$ cat src/rtl/poly_datapath_pkg.sv
// Shared definitions for the Horner polynomial datapath: FSM encoding,
// add/subtract mode constants and default widths.
package poly_datapath_pkg;

  localparam int W_DEF  = 16;
  localparam int XW_DEF = 8;

  localparam logic MODE_ADD = 1'b0;
  localparam logic MODE_SUB = 1'b1;

  // LOAD is part of the encoding but the latency budget leaves no edge for
  // it: IDLE loads the operands itself and jumps straight to MUL1.
  typedef enum logic [2:0] {
    IDLE = 3'd0,
    LOAD = 3'd1,
    MUL1 = 3'd2,
    ADDB = 3'd3,
    MUL2 = 3'd4,
    ADDC = 3'd5,
    DONE = 3'd6
  } state_t;

endpackage

$ cat src/rtl/poly_datapath_ula_param.sv
// W-bit adder/subtractor. co is the carry-out when adding and the borrow
// when subtracting (a < b).
module ula_param #(
  parameter int W = 16
) (
  input  logic [W-1:0] a,
  input  logic [W-1:0] b,
  input  logic         sub,
  output logic [W-1:0] y,
  output logic         co
);

  logic [W:0] sum_s;

  // One extra MSB captures carry (add) or borrow (subtract)
  always_comb begin
    sum_s = {(W+1){1'b0}};
    if (sub) begin
      sum_s = {1'b0, a} - {1'b0, b};
    end else begin
      sum_s = {1'b0, a} + {1'b0, b};
    end
  end

  assign y  = sum_s[W-1:0];
  assign co = sum_s[W];

endmodule

$ cat src/rtl/poly_datapath.sv
// Evaluates (A*X +/- B)*X +/- C mod 2^W with a shift-add multiplier that
// processes X MSB-first, sharing one adder/subtractor between the multiply
// steps and the coefficient steps. Overflow is sticky per evaluation.
module poly_datapath
  import poly_datapath_pkg::*;
#(
  parameter int W  = W_DEF,
  parameter int XW = XW_DEF
) (
  input  logic          clk,
  input  logic          rst_n,
  input  logic          start,
  input  logic          sel_sub,
  input  logic [XW-1:0] X,
  input  logic [W-1:0]  A,
  input  logic [W-1:0]  B,
  input  logic [W-1:0]  C,
  output logic          busy,
  output logic          done,
  output logic          Overflow,
  output logic [W-1:0]  Resultado
);

  localparam int CW = $clog2(XW + 1);

  state_t        state_r, state_nxt_s;
  logic [XW-1:0] rx_r;
  logic [W-1:0]  rs_r, rh_r, rb_r, rc_r;
  logic          rm_r;
  logic [CW-1:0] cnt_r;
  logic          ov_r, busy_r, done_r;

  logic [XW-1:0] bit_mask_s;
  logic          mul_bit_s, last_step_s;
  logic [W-1:0]  alu_a_s, alu_b_s, alu_y_s;
  logic          alu_sub_s, alu_co_s;
  logic          load_s, rs_en_s, rh_en_s, cnt_clr_s, cnt_inc_s, ov_set_s;
  logic [W-1:0]  rs_d_s, rh_d_s;

  // Bit of X consumed this step: mask walks from MSB down as CNT grows
  assign bit_mask_s  = {1'b1, {(XW-1){1'b0}}} >> cnt_r;
  assign mul_bit_s   = |(rx_r & bit_mask_s);
  assign last_step_s = (cnt_r == CW'(XW - 1));

  ula_param #(.W(W)) u_ula (
    .a   (alu_a_s),
    .b   (alu_b_s),
    .sub (alu_sub_s),
    .y   (alu_y_s),
    .co  (alu_co_s)
  );

  // Next-state decode, ALU operand mux and register enables
  always_comb begin
    state_nxt_s = state_r;
    load_s      = 1'b0;
    rs_en_s     = 1'b0;
    rh_en_s     = 1'b0;
    cnt_clr_s   = 1'b0;
    cnt_inc_s   = 1'b0;
    ov_set_s    = 1'b0;
    rs_d_s      = {W{1'b0}};
    rh_d_s      = {W{1'b0}};
    alu_a_s     = rs_r;
    alu_b_s     = {W{1'b0}};
    alu_sub_s   = MODE_ADD;
    case (state_r)
      IDLE: begin
        if (start) begin
          state_nxt_s = MUL1;
          load_s      = 1'b1;
          rs_en_s     = 1'b1;
          rh_en_s     = 1'b1;
          rh_d_s      = A;
          cnt_clr_s   = 1'b1;
        end else begin
          state_nxt_s = IDLE;
        end
      end
      MUL1, MUL2: begin
        // RS <- (RS<<1) + bit*RH; the dropped MSB and the carry both overflow
        alu_a_s   = {rs_r[W-2:0], 1'b0};
        alu_b_s   = mul_bit_s ? rh_r : {W{1'b0}};
        alu_sub_s = MODE_ADD;
        rs_en_s   = 1'b1;
        rs_d_s    = alu_y_s;
        cnt_inc_s = 1'b1;
        ov_set_s  = rs_r[W-1] | alu_co_s;
        if (last_step_s) begin
          state_nxt_s = (state_r == MUL1) ? ADDB : ADDC;
        end else begin
          state_nxt_s = state_r;
        end
      end
      ADDB: begin
        // Inner Horner term becomes the multiplicand for the second pass
        alu_b_s     = rb_r;
        alu_sub_s   = rm_r;
        rh_en_s     = 1'b1;
        rh_d_s      = alu_y_s;
        rs_en_s     = 1'b1;
        cnt_clr_s   = 1'b1;
        ov_set_s    = alu_co_s;
        state_nxt_s = MUL2;
      end
      ADDC: begin
        alu_b_s     = rc_r;
        alu_sub_s   = rm_r;
        rs_en_s     = 1'b1;
        rs_d_s      = alu_y_s;
        ov_set_s    = alu_co_s;
        state_nxt_s = DONE;
      end
      DONE: begin
        state_nxt_s = IDLE;
      end
      default: begin
        state_nxt_s = IDLE;
      end
    endcase
  end

  // State register with registered busy/done derived from the next state
  always_ff @(posedge clk or negedge rst_n) begin
    if (!rst_n) begin
      state_r <= IDLE;
      busy_r  <= 1'b0;
      done_r  <= 1'b0;
    end else begin
      state_r <= state_nxt_s;
      busy_r  <= (state_nxt_s != IDLE);
      done_r  <= (state_nxt_s == DONE);
    end
  end

  // Operand capture at accept time so later input changes are ignored
  always_ff @(posedge clk or negedge rst_n) begin
    if (!rst_n) begin
      rx_r <= {XW{1'b0}};
      rb_r <= {W{1'b0}};
      rc_r <= {W{1'b0}};
      rm_r <= 1'b0;
    end else if (load_s) begin
      rx_r <= X;
      rb_r <= B;
      rc_r <= C;
      rm_r <= sel_sub;
    end
  end

  // Accumulator RS
  always_ff @(posedge clk or negedge rst_n) begin
    if (!rst_n) begin
      rs_r <= {W{1'b0}};
    end else if (rs_en_s) begin
      rs_r <= rs_d_s;
    end
  end

  // Multiplicand RH
  always_ff @(posedge clk or negedge rst_n) begin
    if (!rst_n) begin
      rh_r <= {W{1'b0}};
    end else if (rh_en_s) begin
      rh_r <= rh_d_s;
    end
  end

  // Step counter for the multiply passes
  always_ff @(posedge clk or negedge rst_n) begin
    if (!rst_n) begin
      cnt_r <= {CW{1'b0}};
    end else if (cnt_clr_s) begin
      cnt_r <= {CW{1'b0}};
    end else if (cnt_inc_s) begin
      cnt_r <= cnt_r + CW'(1);
    end
  end

  // Sticky overflow, cleared only when a new evaluation is accepted
  always_ff @(posedge clk or negedge rst_n) begin
    if (!rst_n) begin
      ov_r <= 1'b0;
    end else if (load_s) begin
      ov_r <= 1'b0;
    end else if (ov_set_s) begin
      ov_r <= 1'b1;
    end
  end

  assign busy      = busy_r;
  assign done      = done_r;
  assign Overflow  = ov_r;
  assign Resultado = rs_r;

endmodule

$ cat config.mk
export PLATFORM = sky130hd
export DESIGN_NAME = poly_datapath
export DESIGN_NICKNAME = d
export VERILOG_FILES = /design/src/rtl/poly_datapath_pkg.sv /design/src/rtl/poly_datapath_ula_param.sv /design/src/rtl/poly_datapath.sv
export SDC_FILE = /design/constraint.sdc
export NUM_CORES = 1
export LEC_CHECK = 0
export ABC_CLOCK_PERIOD_IN_PS = 10400
export CAP_MARGIN = 40
export CORE_AREA = 4 4 135 137
export CTS_BUF_LIST = sky130_fd_sc_hd__clkbuf_4 sky130_fd_sc_hd__clkbuf_8
export CTS_CLUSTER_DIAMETER = 120
export CTS_CLUSTER_SIZE = 12
export DETAILED_ROUTE_END_ITERATION = 12
export DIE_AREA = 0 0 139 141
export PLACE_DENSITY = 0.5
export SYNTH_ARGS = -nofsm -noshare
export SYNTH_HDL_FRONTEND = slang
export SYNTH_SLANG_ARGS = --single-unit
$ cat constraint.sdc
create_clock -name clk -period 10.4 [get_ports clk]
set_clock_uncertainty 0.1 [all_clocks]
set_input_delay 1.04 -clock clk [delete_from_list [all_inputs] [get_ports clk]]
set_output_delay 1.04 -clock clk [all_outputs]
set_load 0.03 [all_outputs]
# [After elaboration in Yosys (flattened, before gate mapping)]
# Cells that the tools add are included.
[totals] register_bits=83 elab_cells=54
[op_classes] add_sub_neg=3 eq_ne=6 shift=1 muxes=22 n_bitwise=2 reduce_logical=9
[ops] cell="$mux W16" count=4
[ops] cell="$pmux W16 S3" count=1
[ops] cell="$pmux W16 S2" count=1
[ops] cell="$add A16 B16 Y17" count=1
[ops] cell="$mux W17" count=1
[ops] cell="$sub A16 B16 Y17" count=1
[ops] cell="$pmux W3 S4" count=1
[ops] cell="$eq A3 B3 Y1 const B" count=3
[ops] cell="$and A8 B8 Y8" count=1
[ops] cell="$mux W4" count=2
[ops] cell="$reduce_or A8 Y1" count=1
[ops] cell="$shr A8 B4 Y8 const A" count=1
[ops] cell="$eq A3 B2 Y1 const B" count=2
[ops] cell="$mux W1" count=6
[ops] cell="$mux W3" count=2
[ops] cell="$pmux W1 S2" count=3
[ops] cell="$add A4 B1 Y4 const B" count=1
[ops] cell="$eq A4 B3 Y1 const B" count=1
[ops] cell="$reduce_bool A2 Y1" count=2
[ops] cell="$reduce_or A2 Y1" count=2
[ops] cell="$reduce_or A4 Y1" count=1
[ops] cell="$logic_not A3 Y1" count=1
[ops] cell="$reduce_bool A3 Y1" count=1
[ops] cell="$reduce_or A3 Y1" count=1
[ops] cell="other kinds (2)" count=2

# [Logic depth before layout (Yosys ltp)]
[logic_depth] word_depth=11 mapped_depth=24 mapped_depth_nobuf=22

# [By module]
# A second synthesis with hierarchy kept.
[hier_totals] hier_cells=466 hier_area_um2=5013.6
[modules_own_cells] module="poly_datapath" n_inst=1 cells_per_inst=307 area_each_um2=3871.2
[modules_own_cells] module="ula_param" n_inst=1 cells_per_inst=159 area_each_um2=1142.3

# [Worst setup path after synthesis]
# OpenSTA, ideal clock, no wires.
[synth_timing] path_kind="flip-flop to flip-flop" start="reg cnt_r[0]" end="reg ov_r, in the netlist Overflow" arrival_time_ns=4.382 path_slack_ns=5.783 path_stages_with_launch=24 cell_sequence="dfrtp_1 inv_1 ha_1 a222oi_1 mux2_2 a211oi_1 buf_2 buf_2 a222oi_1 ha_1 nand4_1 a211o_1 nor2_1 nand2_1 nand2_1 xnor2_1 ha_1 a21o_1 a31o_2 o2111ai_1 nand3_1 o41ai_1 xor2_1 o22ai_1"
[synth_between] elab_chain_len=10
[synth_lines] element="start, declared" line="poly_datapath.sv:30" rtl="logic [CW-1:0] cnt_r;"
[synth_lines] element="start signal, assigned" line="poly_datapath.sv:172" rtl="cnt_r <= {CW{1'b0}};"
[synth_lines] element="start signal, assigned" line="poly_datapath.sv:174" rtl="cnt_r <= {CW{1'b0}};"
[synth_lines] element="start signal, assigned" line="poly_datapath.sv:176" rtl="cnt_r <= cnt_r + CW'(1);"
[synth_lines] element="$shr A8 B4 Y8 (*)" line="poly_datapath.sv:41" rtl="assign bit_mask_s = {1'b1, {(XW-1){1'b0}}} >> cnt_r;"
[synth_lines] element="$and A8 B8 Y8 (*)" line="poly_datapath.sv:42" rtl="assign mul_bit_s = |(rx_r & bit_mask_s);"
[synth_lines] element="$reduce_or A8 Y1 (*)" line="poly_datapath.sv:42"
[synth_lines] element="$mux W16 (*)" line="poly_datapath.sv:83" rtl="alu_b_s = mul_bit_s ? rh_r : {W{1'b0}};"
[synth_lines] element="$pmux W16 S3 (*)" line="poly_datapath.sv:67" rtl="case (state_r)"
[synth_lines] element="$add A16 B16 Y17 / $sub A16 B16 Y17 (equally long branches)" line="poly_datapath_ula_param.sv:21, poly_datapath_ula_param.sv:19"
[synth_lines] element="$mux W17 (*)" line="poly_datapath_ula_param.sv:18" rtl="if (sub) begin"
[synth_lines] element="$or A1 B1 Y1" line="poly_datapath.sv:88" rtl="ov_set_s = rs_r[W-1] | alu_co_s;"
[synth_lines] element="$pmux W1 S2 (*)" line="poly_datapath.sv:67"
[synth_lines] element="$reduce_bool A2 Y1 (no source line) (*)"
[synth_lines] element="end signal, assigned" line="poly_datapath.sv:183" rtl="ov_r <= 1'b0;"
[synth_lines] element="end signal, assigned" line="poly_datapath.sv:185" rtl="ov_r <= 1'b0;"
[synth_lines] element="end signal, assigned" line="poly_datapath.sv:187" rtl="ov_r <= 1'b1;"
[synth_lines] element="end, declared" line="poly_datapath.sv:31" rtl="logic ov_r, busy_r, done_r;"
# Mark *: on every way between the ends. The rest lies on a longest branch, timed or not.
# A chain may end at the register's enable or synchronous reset.

# [Final worst setup path]
[layout_timing] start="reg state_r[1]" end="reg rh_r[15]"
[layout_between] elab_chain_len=6
[layout_lines] element="start, declared" line="poly_datapath.sv:26" rtl="state_t state_r, state_nxt_s;"
[layout_lines] element="start signal, assigned" line="poly_datapath.sv:130" rtl="state_r <= state_nxt_s;"
[layout_lines] element="$eq A3 B2 Y1 / $eq A3 B3 Y1 (equally long branches)" line="poly_datapath.sv:67"
[layout_lines] element="$reduce_or A2 Y1" line="poly_datapath.sv:67"
[layout_lines] element="$pmux W16 S3 / $mux W16 (equally long branches)" line="poly_datapath.sv:67"
[layout_lines] element="$add A16 B16 Y17 / $sub A16 B16 Y17 (equally long branches)" line="poly_datapath_ula_param.sv:21, poly_datapath_ula_param.sv:19"
[layout_lines] element="$mux W17" line="poly_datapath_ula_param.sv:18"
[layout_lines] element="$pmux W16 S2" line="poly_datapath.sv:67"
[layout_lines] element="end signal, assigned" line="poly_datapath.sv:163" rtl="rh_r <= {W{1'b0}};"
[layout_lines] element="end signal, assigned" line="poly_datapath.sv:165" rtl="rh_r <= rh_d_s;"
[layout_lines] element="end, declared" line="poly_datapath.sv:28" rtl="logic [W-1:0] rs_r, rh_r, rb_r, rc_r;"
# Several ways; a longest one is shown, not always the timed one.

==> summary.md <==
| Metric | Value |
|---|---|
| Status | `completed` |
| Vias post-DR | `4411` |
| Slew Viols, Final | `0` |
| Crit Path Class | `flop to flop` |
| Ys Warns | `0` |
| Commonest non-fill, non-tap cell in the layout | `sky130_fd_sc_hd__nand2_1` |
| Fin. Hold Viols | `0` |
| Boundary Pins | `79` |
| Detailed-routing iteration count for the pre-antenna-repair pass | `5` |
| Global-route wire length before repair | `23400 um` |
| Endpoint class of the critical path | `flop` |
| Hold_buf cts | `0` |
| Worst Path Arrival | `5.28 ns` |
| Maximum clock rate | `194 MHz` |
| Initial drt markers | `300` |
| Worst-path maximum fanout | `30` |
| Initial core utilization | `0.297` |
| Share of synthesized area occupied by flip-flops and latches | `0.410` |
| Clock Pin Slew Worst Setup and Hold Paths | `0.08 ns` |
| Worst rel slew slack | `0.571` |
| Total wirelength of the detailed-routed design | `14400 um` |
| Number of flops mapped to enable cells by yosys | `0` |
| Syn Inst Count | `545` |
| Setup slack, reg-to-reg | `5.25 ns` |
| Source-to-sink clock delay at the later pin of the worst-skew pair | `0.37 ns` |
| Nets | `701` |
| Quantity of I/O buffers inserted on ports | `78` |
| Antenna violations before repair | `0` |
| Number of register bits inferred by synthesis | `83` |
| Category of the worst setup path launch point | `flop` |
| Total core area | `17100 um2` |
| Final critical-path share of the clock period | `0.495` |
| MaxCap Viol Count | `0` |
| Number of endpoints failing setup at the final stage | `0` |
| Buffers inserted by post-CTS timing repair | `0` |
| Tightest Pin Transition | `0.643 ns` |
| Row Count | `48` |
| Final RePlAce weighted congestion | `0.844` |
| Share of async-settable or async-resettable flops after synthesis | `1.00` |
| Count of nets left with antenna violations after detail routing | `0` |
| Layout Area Growth over Synthesis | `25.9%` |
| Count of different cell masters after synthesis | `58` |
| Most common flop cell mapped by yosys | `sky130_fd_sc_hd__dfrtp_1` |
| TritonCTS clock tree | `yes` |
| Min-Delay Path Class | `flop to flop` |
| Average vias per placed instance | `5.21` |
| GR Util All Layers | `0.150` |
| CTS H-tree depth | `3` |
| Highest-count cells in the layout ignoring fill and taps | `sky130_fd_sc_hd__nand2_1 (101), sky130_fd_sc_hd__dfrtp_1 (83), sky130_fd_sc_hd__clkdlybuf4s50_1 (77)` |
| Share of post-route cells with drive strength above 1 | `0.124` |
| Syn Nets | `629` |
| Number of global-route vias before repair | `4378` |
| Time the worst path needs with I/O delays and setup | `5.15 ns` |
| Combined area of all synthesized cells | `5060 um2` |
| Placed wire-length estimate after detailed placement | `11100 um` |
| Remaining routing DRC violations | `0` |
| RSZ-0062 raised after global routing | `no` |
| Worst endpoint required time | `10.53 ns` |
| Width of the die | `139 um` |
| Clk root buf | `sky130_fd_sc_hd__clkbuf_8` |
| Post-CTS Resized | `0` |
| Die height | `141 um` |
| Number of clock sinks seen by CTS | `83` |
| Post-DR wirelength/cell | `17.0 um` |
| Total overflow reported by the global router | `0` |
| Buffer levels on the longest clock path | `2` |
| Full die area | `19600 um2` |
| Mean area per synthesized cell | `9.29 um2` |
| Ant diodes | `0` |
| Pin count of the biggest net entering global routing | `48` |
| Sum of negative setup slack | `0 ns` |
| CTS Buf Count | `9` |
==> metal layers <==
layer  global-route usage  routed length [um]  vias to the layer above  part of all wire
met3               0.0265                 680                       12             0.047
met4               0.0556                 227                        0             0.016
li1                     -                   -                     2124                 -
met2                0.224                6430                      120              0.45
met5                    0                   0                        -                 0
met1                0.216                7050                     2155              0.49
==> synthesized netlist by cell type, drive strengths merged (6+ instances only) <==
library cell	count	area, um2
a21o	7	52.6
a21oi	19	95.1
a222oi	10	100
a22o	14	123
a22oi	17	128
buf	7	37.5
clkbuf	20	75.1
dfrtp	83	2080
ha	23	288
inv	13	48.8
mux2	42	473
nand2	101	379
nand3	8	40.0
nor2	44	165
nor3	7	35.0
o21ai	40	200
xnor2	18	158
xor2	6	52.6
==> final timing paths <==
path,start,end,cells past startpoint
max,state_r[1]$_DFF_PN0_,rh_r[15]$_DFFE_PN0P_,19
min,rx_r[6]$_DFFE_PN0P_,rx_r[6]$_DFFE_PN0P_,1
max reg2reg,state_r[1]$_DFF_PN0_,rh_r[15]$_DFFE_PN0P_,19
min reg2reg,rx_r[6]$_DFFE_PN0P_,rx_r[6]$_DFFE_PN0P_,1
max in group asynchronous,rst_n,rc_r[1]$_DFFE_PN0P_,2
min in group asynchronous,rst_n,rx_r[5]$_DFFE_PN0P_,1
==> worst max-delay path: stages (launching register included) <==
cell	delay [ns]
sky130_fd_sc_hd__dfrtp_1	0.50
sky130_fd_sc_hd__xnor2_1	0.41
sky130_fd_sc_hd__or2_2	0.48
sky130_fd_sc_hd__a211oi_2	0.08
sky130_fd_sc_hd__buf_4	0.24
sky130_fd_sc_hd__a222oi_1	0.36
sky130_fd_sc_hd__ha_1	0.26
sky130_fd_sc_hd__nand4_1	0.17
sky130_fd_sc_hd__a21oi_1	0.17
sky130_fd_sc_hd__a21oi_1	0.05
sky130_fd_sc_hd__a31oi_1	0.20
sky130_fd_sc_hd__ha_1	0.31
sky130_fd_sc_hd__a21oi_1	0.25
sky130_fd_sc_hd__nand2_1	0.08
sky130_fd_sc_hd__o21ai_0	0.41
sky130_fd_sc_hd__o211a_1	0.28
sky130_fd_sc_hd__o21ai_0	0.11
sky130_fd_sc_hd__a31oi_1	0.22
sky130_fd_sc_hd__xor2_1	0.20
sky130_fd_sc_hd__o21ai_0	0.11
==> layout make-up <==
cell class	count	area, um2
sequential	83	2080
clock buffer	11	151
tap	225	282
clock inverter	5	108
fill	1749	10700
timing repair buffer	88	873
inverter	13	48.8
multi-input combinational	422	2830
==> per-stage QoR <==
stage          hold slack [ns]  instances  utilization  setup WS [ns]  instance area, um2
3_5_place_dp             0.402        831        0.358           5.24                6110
6_report                 0.418        847        0.374           5.25                6370
4_1_cts                  0.422        847        0.374           5.21                6370
3_3_place_gp             0.401        830        0.357           5.36                6090
5_1_grt                  0.438        847        0.374           4.68                6370
2_1_floorplan            0.352        545            -           5.78                5060
==> cell families after synthesis <==
group,count (synthesis),synth area share
adders and majority gates,24,0.0608
muxes,42,0.0934
buffers and inverters,40,0.0319
AOI/OAI and AO/OA,147,0.204
and+or+nand+nor,185,0.158
DFF,83,0.410
xor gates and xnor gates,24,0.0415
==> sequential cells by signal, indices dropped and copies added, names as in the netlist <==
signal and count:
rb_r 16, rm_r 1, Resultado 16, Overflow 1, done 1, rc_r 16, rx_r 8, state_r 3
busy 1, rh_r 16, cnt_r 4
Power is not shown: default switching activity piles up to over one toggle a cycle in this logic, so the estimate is an artifact.
==> edit: new RTL, same settings <==
The package constant `XW_DEF` goes from 8 to 4.
--- a/src/rtl/poly_datapath_pkg.sv
+++ b/src/rtl/poly_datapath_pkg.sv
@@ -3,7 +3,7 @@
 package poly_datapath_pkg;
 
   localparam int W_DEF  = 16;
-  localparam int XW_DEF = 8;
+  localparam int XW_DEF = 4;
 
   localparam logic MODE_ADD = 1'b0;
   localparam logic MODE_SUB = 1'b1;
Interface: changed (resized X); port bits go from 79 to 75. No check against the original RTL was run, so the function may have changed too.
==> edit against the original RTL <==
Non-clock buffer count fell by 8. Critical path type unchanged. Area after synthesis fell by 5.9%. Worst setup slack improved by 48 ps. Critical path depth fell by 4. Wire length fell by 5.9%. Design area fell by 6.1%. Sequential cell count fell by 5.
Power is not shown: default switching activity piles up to over one toggle a cycle in this logic, so the estimate is an artifact.
==> edit: results (changes against the original RTL) <==
set qor(io_buffer_count) 74 ;# -5.1%
set qor(synth.area.mux_share) 0.0920 ;# -0.00149
set qor(drive_above_1_share) 0.123 ;# -0.000337
set qor(routability_cong) 0.864 ;# +2.4%
set qor(post_synth_fa_ha_maj_area_fraction) 0.0620 ;# +0.00119
set qor(slowest_delay_ps) 590 ;# +90 ps
set qor(proportion_of_synthesized_chip_area_in_sequential_cells) 0.410 ;# -0.000504
set qor(nets) 641 ;# -8.6%
set qor(n_fill_cell) 1737 ;# -0.69%
set qor(grt_usage) 0.143 ;# -0.00651
set qor(ys_top_cells_by_count) {91 x sky130_fd_sc_hd__nand2_1, 78 x sky130_fd_sc_hd__dfrtp_1, 38 x sky130_fd_sc_hd__mux2_2}
set qor(vias_in_the_first_global_route) 4122 ;# -5.8%
set qor(drt_pre_antenna_iters) 5 ;# unchanged
set qor(maximum_number_of_pins_on_one_net_before_global_route_repair) 58 ;# +21%
set qor(gr-usage-met2) 0.218 ;# -0.00665
set qor(avgRoutedWirePerCell_um) 17.1 ;# +0.68%
set qor(slew-limit-headroom) 0.523 ;# -0.0478
set qor(gr-usage-met3) 0.0363 ;# +0.00984
set qor(vias_per_cell) 4.99 ;# -4.3%
set qor(synth.net_count) 576 ;# -8.4%
set qor(grt_pass1_wl_um) 22300 ;# -4.6%
set qor(grtUsageMet1) 0.201 ;# -0.0146
set qor(synth-compound-area-share) 0.208 ;# +0.00414
set qor(dp.final_hpwl_um) 10400 ;# -6.4%
set qor(fraction_of_synthesized_cell_area_in_xor_and_xnor_cells) 0.0515 ;# +0.00996
set qor(drt-initial-drc-count) 225 ;# -25%
set qor(run_status) {finished clean}
-- edit: cell count changes after synthesis, moves of 5 or more --
| cell | before | now |
|---|---|---|
| sky130_fd_sc_hd__a222oi_1 | 10 | 1 |
| sky130_fd_sc_hd__dfrtp_1 | 83 | 78 |
| sky130_fd_sc_hd__nand2_1 | 101 | 91 |
| sky130_fd_sc_hd__nand3_1 | 8 | 3 |
| sky130_fd_sc_hd__nor2_1 | 44 | 25 |
| sky130_fd_sc_hd__o21ai_0 | 39 | 31 |
| sky130_fd_sc_hd__xor2_1 | 6 | 13 |
-- edit: path summary, 6_finish.rpt --
kind                             from            end  slack (ps)  depth (start not counted)
setup / recovery           state_r[0]  Resultado[13]        5300                         15
hold / removal                rc_r[2]        rc_r[2]         410                          1
setup reg to reg           state_r[0]  Resultado[13]        5300                         15
hold reg to reg               rc_r[2]        rc_r[2]         410                          1
max in group asynchronous       rst_n        rh_r[4]        9110                          2
min in group asynchronous       rst_n       rb_r[14]         480                          1
-- edit: layer usage --
layer | part of all wire | vias up
met1 | 0.48 | 1893
met2 | 0.44 | 121
li1 | - | 1920
met4 | 0.015 | 0
met5 | 0 | -
met3 | 0.060 | 15
-- edit: worst reg2reg max path, stage by stage (launching register included) --
cell and delay (ps):
sky130_fd_sc_hd__dfrtp_1 590, sky130_fd_sc_hd__inv_1 340, sky130_fd_sc_hd__and2_1 560, sky130_fd_sc_hd__and2_4 390, sky130_fd_sc_hd__a21oi_1 120, sky130_fd_sc_hd__ha_1 200, sky130_fd_sc_hd__and3b_1 230, sky130_fd_sc_hd__a31oi_1 170
sky130_fd_sc_hd__xor2_1 170, sky130_fd_sc_hd__ha_1 290, sky130_fd_sc_hd__a2111oi_0 560, sky130_fd_sc_hd__a21oi_1 210, sky130_fd_sc_hd__a2111o_1 460, sky130_fd_sc_hd__a211oi_1 250, sky130_fd_sc_hd__xor2_1 210, sky130_fd_sc_hd__o21ai_0 100
-- edit: area by class of cell --
class | count | area, um2 | share of cell area
Sequential cell | 78 | 1950 | 0.326
Multi-Input combinational cell | 380 | 2640 | 0.442
Clock buffer | 11 | 139 | 0.0232
Timing Repair Buffer | 80 | 811 | 0.136
Clock inverter | 5 | 108 | 0.0180
Inverter | 13 | 48.8 | 0.00816
Tap cell | 225 | 282 | 0.0471
-- edit: through the flow --
stage                     instances   util  area, um2  worst slack [ps]
after floorplan                 497      -       4760              5920
after global placement          774  0.334       5690              5060
after detailed placement        776  0.336       5740              5320
after CTS                       792  0.351       5980              5300
after global routing            792  0.351       5980              4810
final                           792  0.351       5980              5300
